--- src/rtl/cordic_out_serializer.sv ---
// cordic_out_serializer
//   Buffers 56-bit CORDIC results in a small FIFO and streams each word
//   off-chip LSB-chunk-first as SER_WIDTH-bit beats under valid/ready,
//   with start/end-of-frame markers. Words arriving while the FIFO is
//   full (and no pop is happening) are dropped and counted.
// Ports:
//   i_clk, i_rst_n         clock, async active-low reset
//   i_vld, i_data          result word from the CORDIC wrapper (no backpressure)
//   o_ser_vld/data/sof/eof serial beat stream; i_ser_rdy accepts a beat
//   o_ovf, o_drop_cnt      sticky overflow flag, saturating drop count
//   i_ovf_clr              clears o_ovf/o_drop_cnt (a same-cycle drop wins)
//   o_fifo_level           words in the FIFO, excluding the one being shifted
//   o_busy                 FIFO non-empty or shifter active
module cordic_out_serializer #(
  parameter int DATA_WIDTH = 56,
  parameter int SER_WIDTH  = 8,
  parameter int FIFO_DEPTH = 4,
  parameter int CNT_WIDTH  = 8
) (
  input  logic                           i_clk,
  input  logic                           i_rst_n,
  input  logic                           i_vld,
  input  logic [DATA_WIDTH-1:0]          i_data,
  output logic                           o_ser_vld,
  output logic [SER_WIDTH-1:0]           o_ser_data,
  output logic                           o_ser_sof,
  output logic                           o_ser_eof,
  input  logic                           i_ser_rdy,
  output logic                           o_ovf,
  input  logic                           i_ovf_clr,
  output logic [CNT_WIDTH-1:0]           o_drop_cnt,
  output logic [$clog2(FIFO_DEPTH):0]    o_fifo_level,
  output logic                           o_busy
);

  localparam int NBEATS = DATA_WIDTH / SER_WIDTH;
  localparam int AW     = $clog2(FIFO_DEPTH);
  localparam int BW     = (NBEATS > 1) ? $clog2(NBEATS) : 1;
  localparam logic [BW-1:0] LAST_BEAT = BW'(NBEATS - 1);

  typedef enum logic {IDLE, SHIFT} state_t;

  state_t                state_q, state_d;
  logic [DATA_WIDTH-1:0] mem [FIFO_DEPTH];
  logic [AW:0]           wr_ptr, rd_ptr;
  logic [AW:0]           level;
  logic                  empty, full;
  logic                  push, pop, drop;
  logic                  is_last;
  logic [DATA_WIDTH-1:0] shreg;
  logic [BW-1:0]         beat;

  // Extra pointer MSB distinguishes full from empty.
  assign level   = wr_ptr - rd_ptr;
  assign empty   = (wr_ptr == rd_ptr);
  assign full    = (wr_ptr[AW] != rd_ptr[AW]) && (wr_ptr[AW-1:0] == rd_ptr[AW-1:0]);
  assign is_last = (beat == LAST_BEAT);

  // Pop either from IDLE or on the final handshake of a word, so that
  // consecutive words stream with no bubble.
  assign pop  = !empty && ((state_q == IDLE) ||
                           ((state_q == SHIFT) && i_ser_rdy && is_last));
  assign push = i_vld && (!full || pop);
  assign drop = i_vld && !push;

  // State register
  always_ff @(posedge i_clk or negedge i_rst_n) begin
    if (!i_rst_n) state_q <= IDLE;
    else          state_q <= state_d;
  end

  // Next-state logic
  always_comb begin
    state_d = state_q;
    unique case (state_q)
      IDLE:  if (!empty) state_d = SHIFT;
      SHIFT: if (i_ser_rdy && is_last && empty) state_d = IDLE;
      default: state_d = IDLE;
    endcase
  end

  // Output logic
  always_comb begin
    o_ser_vld  = (state_q == SHIFT);
    o_ser_data = shreg[SER_WIDTH-1:0];
    o_ser_sof  = o_ser_vld && (beat == '0);
    o_ser_eof  = o_ser_vld && is_last;
  end

  assign o_fifo_level = level;
  assign o_busy       = !empty || (state_q == SHIFT);

  // FIFO storage (no reset needed; validity is tracked by the pointers)
  always_ff @(posedge i_clk) begin
    if (push) mem[wr_ptr[AW-1:0]] <= i_data;
  end

  always_ff @(posedge i_clk or negedge i_rst_n) begin
    if (!i_rst_n) begin
      wr_ptr <= '0;
      rd_ptr <= '0;
    end else begin
      if (push) wr_ptr <= wr_ptr + 1'b1;
      if (pop)  rd_ptr <= rd_ptr + 1'b1;
    end
  end

  // Shift register and beat index
  always_ff @(posedge i_clk or negedge i_rst_n) begin
    if (!i_rst_n) begin
      shreg <= '0;
      beat  <= '0;
    end else if (pop) begin
      shreg <= mem[rd_ptr[AW-1:0]];
      beat  <= '0;
    end else if ((state_q == SHIFT) && i_ser_rdy && !is_last) begin
      shreg <= shreg >> SER_WIDTH;
      beat  <= beat + 1'b1;
    end
  end

  // Overflow reporting: a drop in the same cycle as a clear restarts at 1.
  always_ff @(posedge i_clk or negedge i_rst_n) begin
    if (!i_rst_n) begin
      o_ovf      <= 1'b0;
      o_drop_cnt <= '0;
    end else if (drop) begin
      o_ovf <= 1'b1;
      if (i_ovf_clr)             o_drop_cnt <= CNT_WIDTH'(1);
      else if (o_drop_cnt != '1) o_drop_cnt <= o_drop_cnt + 1'b1;
    end else if (i_ovf_clr) begin
      o_ovf      <= 1'b0;
      o_drop_cnt <= '0;
    end
  end

endmodule

--- config.mk ---
export PLATFORM = sky130hd
export DESIGN_NAME = cordic_out_serializer
export DESIGN_NICKNAME = d
export VERILOG_FILES = /design/src/rtl/cordic_out_serializer.sv
export SDC_FILE = /design/constraint.sdc
export NUM_CORES = 1
export LEC_CHECK = 0
export BUFFER_PORTS_ARGS = -buffer_cell sky130_fd_sc_hd__buf_4
export CAP_MARGIN = 0
export CORE_MARGIN = 2
export CORE_UTILIZATION = 54
export DETAILED_ROUTE_END_ITERATION = 7
export PLACE_DENSITY = 0.75
export SLEW_MARGIN = 20
export SYNTH_ARGS = -nofsm -noshare
export SYNTH_HDL_FRONTEND = slang
export SYNTH_SLANG_ARGS = --single-unit
--- constraint.sdc ---
create_clock -name i_clk -period 3.6 [get_ports i_clk]
set_input_delay 1.08 -clock i_clk [delete_from_list [all_inputs] [get_ports i_clk]]
set_output_delay 1.08 -clock i_clk [all_outputs]
set_load 0.01 [all_outputs]
==> impl_metrics.tcl <==
set metrics [dict create \
    swShare_pct 29.0 \
    setup-tns-final_ns 0 \
    post_cts_buffers 0 \
    drt_iter0_markers 447 \
    worstHoldStart "shreg[3]" \
    synth_seq_cells 299 \
    crit_type "reg2out" \
    area_growth_syn_to_layout_pct 15.0 \
    num_vias 6058 \
    cts_made_buffers 29 \
    synth_top_area_share_pct 57.2 \
    yosysWarnings 0 \
    place_ws_ns 0.856 \
    dieHeight_microns 152 \
    cts_resized 0 \
    route.detailed.drc 0 \
    reg2reg_from "rd_ptr[0]" \
    start_util_pct 55.4 \
    rows 53 \
    finalHoldViolCount 0 \
    grt_usage_pct 20.0 \
    cts-htree-levels 1 \
    first_pass_iters 4 \
    grt_pass1_wl_microns 34700 \
    diodes 0 \
    post-layout-total-power_mw 10.5 \
    place_inst 978 \
    synth_area_per_cell_sq_um 18.1 \
    clk_pin_slew_ns 0.06 \
    grt_overflow_total 0 \
    cts_buffer_depth 3 \
    synthCells 649 \
    dp_hpwl_microns 13100 \
    internal_power_mw 7.43 \
    die_area_sq_um 23000 \
    n_fill_cell 1462 \
    syn_nets 722 \
    arrival_ns 2.11 \
    vdd_drop_max_v 0.000452 \
    final_nets 807 \
    stdcell_count 1032 \
    fin_hold_ws_ns 0.481 \
    root_buffer "clkbuf_16" \
    worstPathRequired_ns 2.52 \
    switchingPower_mw 3.04 \
    combPwrFrac_pct 26.8 \
    finClkSkew_ns 0.00931 \
    leakagePower_nw 5.13 \
    coreArea_sq_um 21200 \
    grt_setup_unrepaired "false" \
    pwr-share-clk_pct 25.9 \
    grt_pass1_vias 6391 \
    ant_nets 0 \
    synth_cell_types 46 \
    p_seq_share_pct 47.3 \
    grt_max_degree 64 \
    synth_top_area_cell "edfxtp_1" \
    maxCapViolCount 0 \
    ys_top_cells_by_area "edfxtp_1 57%, dfrtp_1 16%, mux4_2 11%" \
    hold_depth 1 \
    crit_path_max_fanout 16 \
    layout-drive-gt1-share_pct 26.8 \
    die_w_microns 152 \
    antenna_found_initial 0 \
    port_buffers 84 \
    timing.hold.worst.class "reg2reg" \
    ys_seq_area_share_pct 73.1 \
    timing.slew.headroom_pct 39.9 \
    clock.fmax_ghz 0.313 \
    netlist_area_sq_um 11800 \
    fin_crit_sh_pct 88.7 \
    setup_viol_count_final 0 \
    start_kind "flop" \
    wl_per_cell_microns 21.3 \
    place_congestion 0.805 \
    maxSlewViolCount 0 \
    final.min_clock_period_ns 3.19 \
    cts_hold_buf 0 \
    clkSinkCount 299 \
    power_density_nw_per_um2 774 \
    status "finished clean" \
    holdPathEnd "shreg[3]" \
    avgViaCountPerCell 5.87 \
    finalWorstSetupSlack_ns 0.406 \
    reg2reg_slack_ns 1.08 \
    cp-end-kind "output pin" \
    worst_pin_slew_ns 0.902 \
    routed_wl_microns 22000 \
    clock_latency_ns 0.54 \
    io_pins 85 \
    r2r_cells 4 \
    cts_tree "done" \
    r2r-end "shreg[46]" \
]
final cells by class:
type                    instances  area [sq um]  area share (%)
multi-input cells             297          2910            21.5
clock buffers                  38           779            5.76
flip-flops and latches        299          8610            63.6
well taps                     275           344            2.54
repair buffers                 97           778            5.75
clock inverters                16          81.3           0.601
inverters                      10          37.5           0.277
registers in the layout, indices dropped and copies added, names as in the netlist:
name / count
mem: 224
shreg: 56
o_drop_cnt: 8
beat: 3
rd_ptr: 3
wr_ptr: 3
o_ovf: 1
o_ser_vld: 1
cells by family (layout without fill, tap and decap cells):
kind of cell | Yosys count | after routing | synth area share (%)
buffers and inverters | 53 | 161 | 2.35
xor gates and xnor gates | 8 | 8 | 0.659
muxes | 90 | 90 | 13.6
adders and majority gates | 12 | 12 | 1.34
and+or+nand+nor | 94 | 94 | 3.78
AOI/OAI and AO/OA | 93 | 93 | 5.11
DFF | 299 | 299 | 73.1
worst max path at each step:
stage,startpoint,endpoint,depth (start not counted)
floorplan,rd_ptr[1],mem[3][0],8
global placement,i_ser_rdy,mem[3][17],5
detailed placement,i_ser_rdy,mem[3][23],5
CTS,rd_ptr[0],o_fifo_level[2],4
global route,rd_ptr[0],o_busy,4
finish,rd_ptr[0],o_fifo_level[2],4
worst max-delay path, stage by stage, from the launching register on:
cell and delay, ns:
dfrtp_4 0.61, ha_1 0.25, fa_1 0.37, xor2_1 0.17, buf_4 0.17
through the flow:
stage,area (sq um),util (%)
2_1_floorplan,11800,-
3_3_place_gp,12700,59.7
3_5_place_dp,12700,59.7
4_1_cts,13500,63.8
5_1_grt,13500,63.8
6_report,13500,63.8
synth_stat cells, drive strengths merged:
cell type and number:
and3 7, nor2 7, a21o 16, a22o 16, nand3 5, edfxtp 224, nor2b 2, mux2 2
a21oi 5, o21a 1, nand2b 1, and3b 1, and2 1, nand4 4, or4 3, ha 11
buf 30, o21ai 46, xnor2 3, a311oi 1, o2bb2a 1, nor4b 1, fa 1, a2bb2oi 1
a211o 1, a31oi 2, clkbuf 13, and4 1, mux4 56, mux2i 32, nor4 2, or3 1
nor3 1, nand2 57, inv 10, dfrtp 75, o31ai 3, xor2 5
power groups by stage:
stage	clock (mW)	sequential (mW)	combinational (mW)
3_5_place_dp	0	5.02	2.83
6_report	2.72	4.95	2.81
3_3_place_gp	0	4.96	2.78
4_1_cts	2.77	4.96	2.86
2_1_floorplan	0	4.87	2.07
5_1_grt	2.91	5.03	3.06
layout by cell type (no fill, tap or decap), types with 2 or more instances in the layout:
master	instances
buf_12	4
mux2i_1	32
and3_2	4
clkinv_2	4
a31oi_1	2
mux4_2	56
nand4_1	3
ha_1	11
o31ai_1	3
xor2_1	4
xnor2_1	3
clkbuf_1	7
or4_1	3
a22o_1	16
clkbuf_8	2
nand2_1	57
clkbuf_16	29
nand3_1	4
a21o_1	16
o21ai_1	41
and3_1	3
edfxtp_1	224
nor2_1	7
buf_4	93
nor2b_1	2
clkinv_1	9
a21oi_1	5
inv_1	10
o21ai_0	5
dfrtp_1	73
routing by layer:
layer  vias up  global-route usage [%]  part of all wire (%)  wire length [microns]
met3        38                    2.63                   4.7                   1050
met4         0                    6.16                   2.3                    504
met5         -                       0                     0                      0
met2       175                    33.8                    51                  11200
li1       2696                       -                     -                      -
met1      3149                    27.7                    42                   9230
No activity file was read; power rests on OpenSTA's default activity.
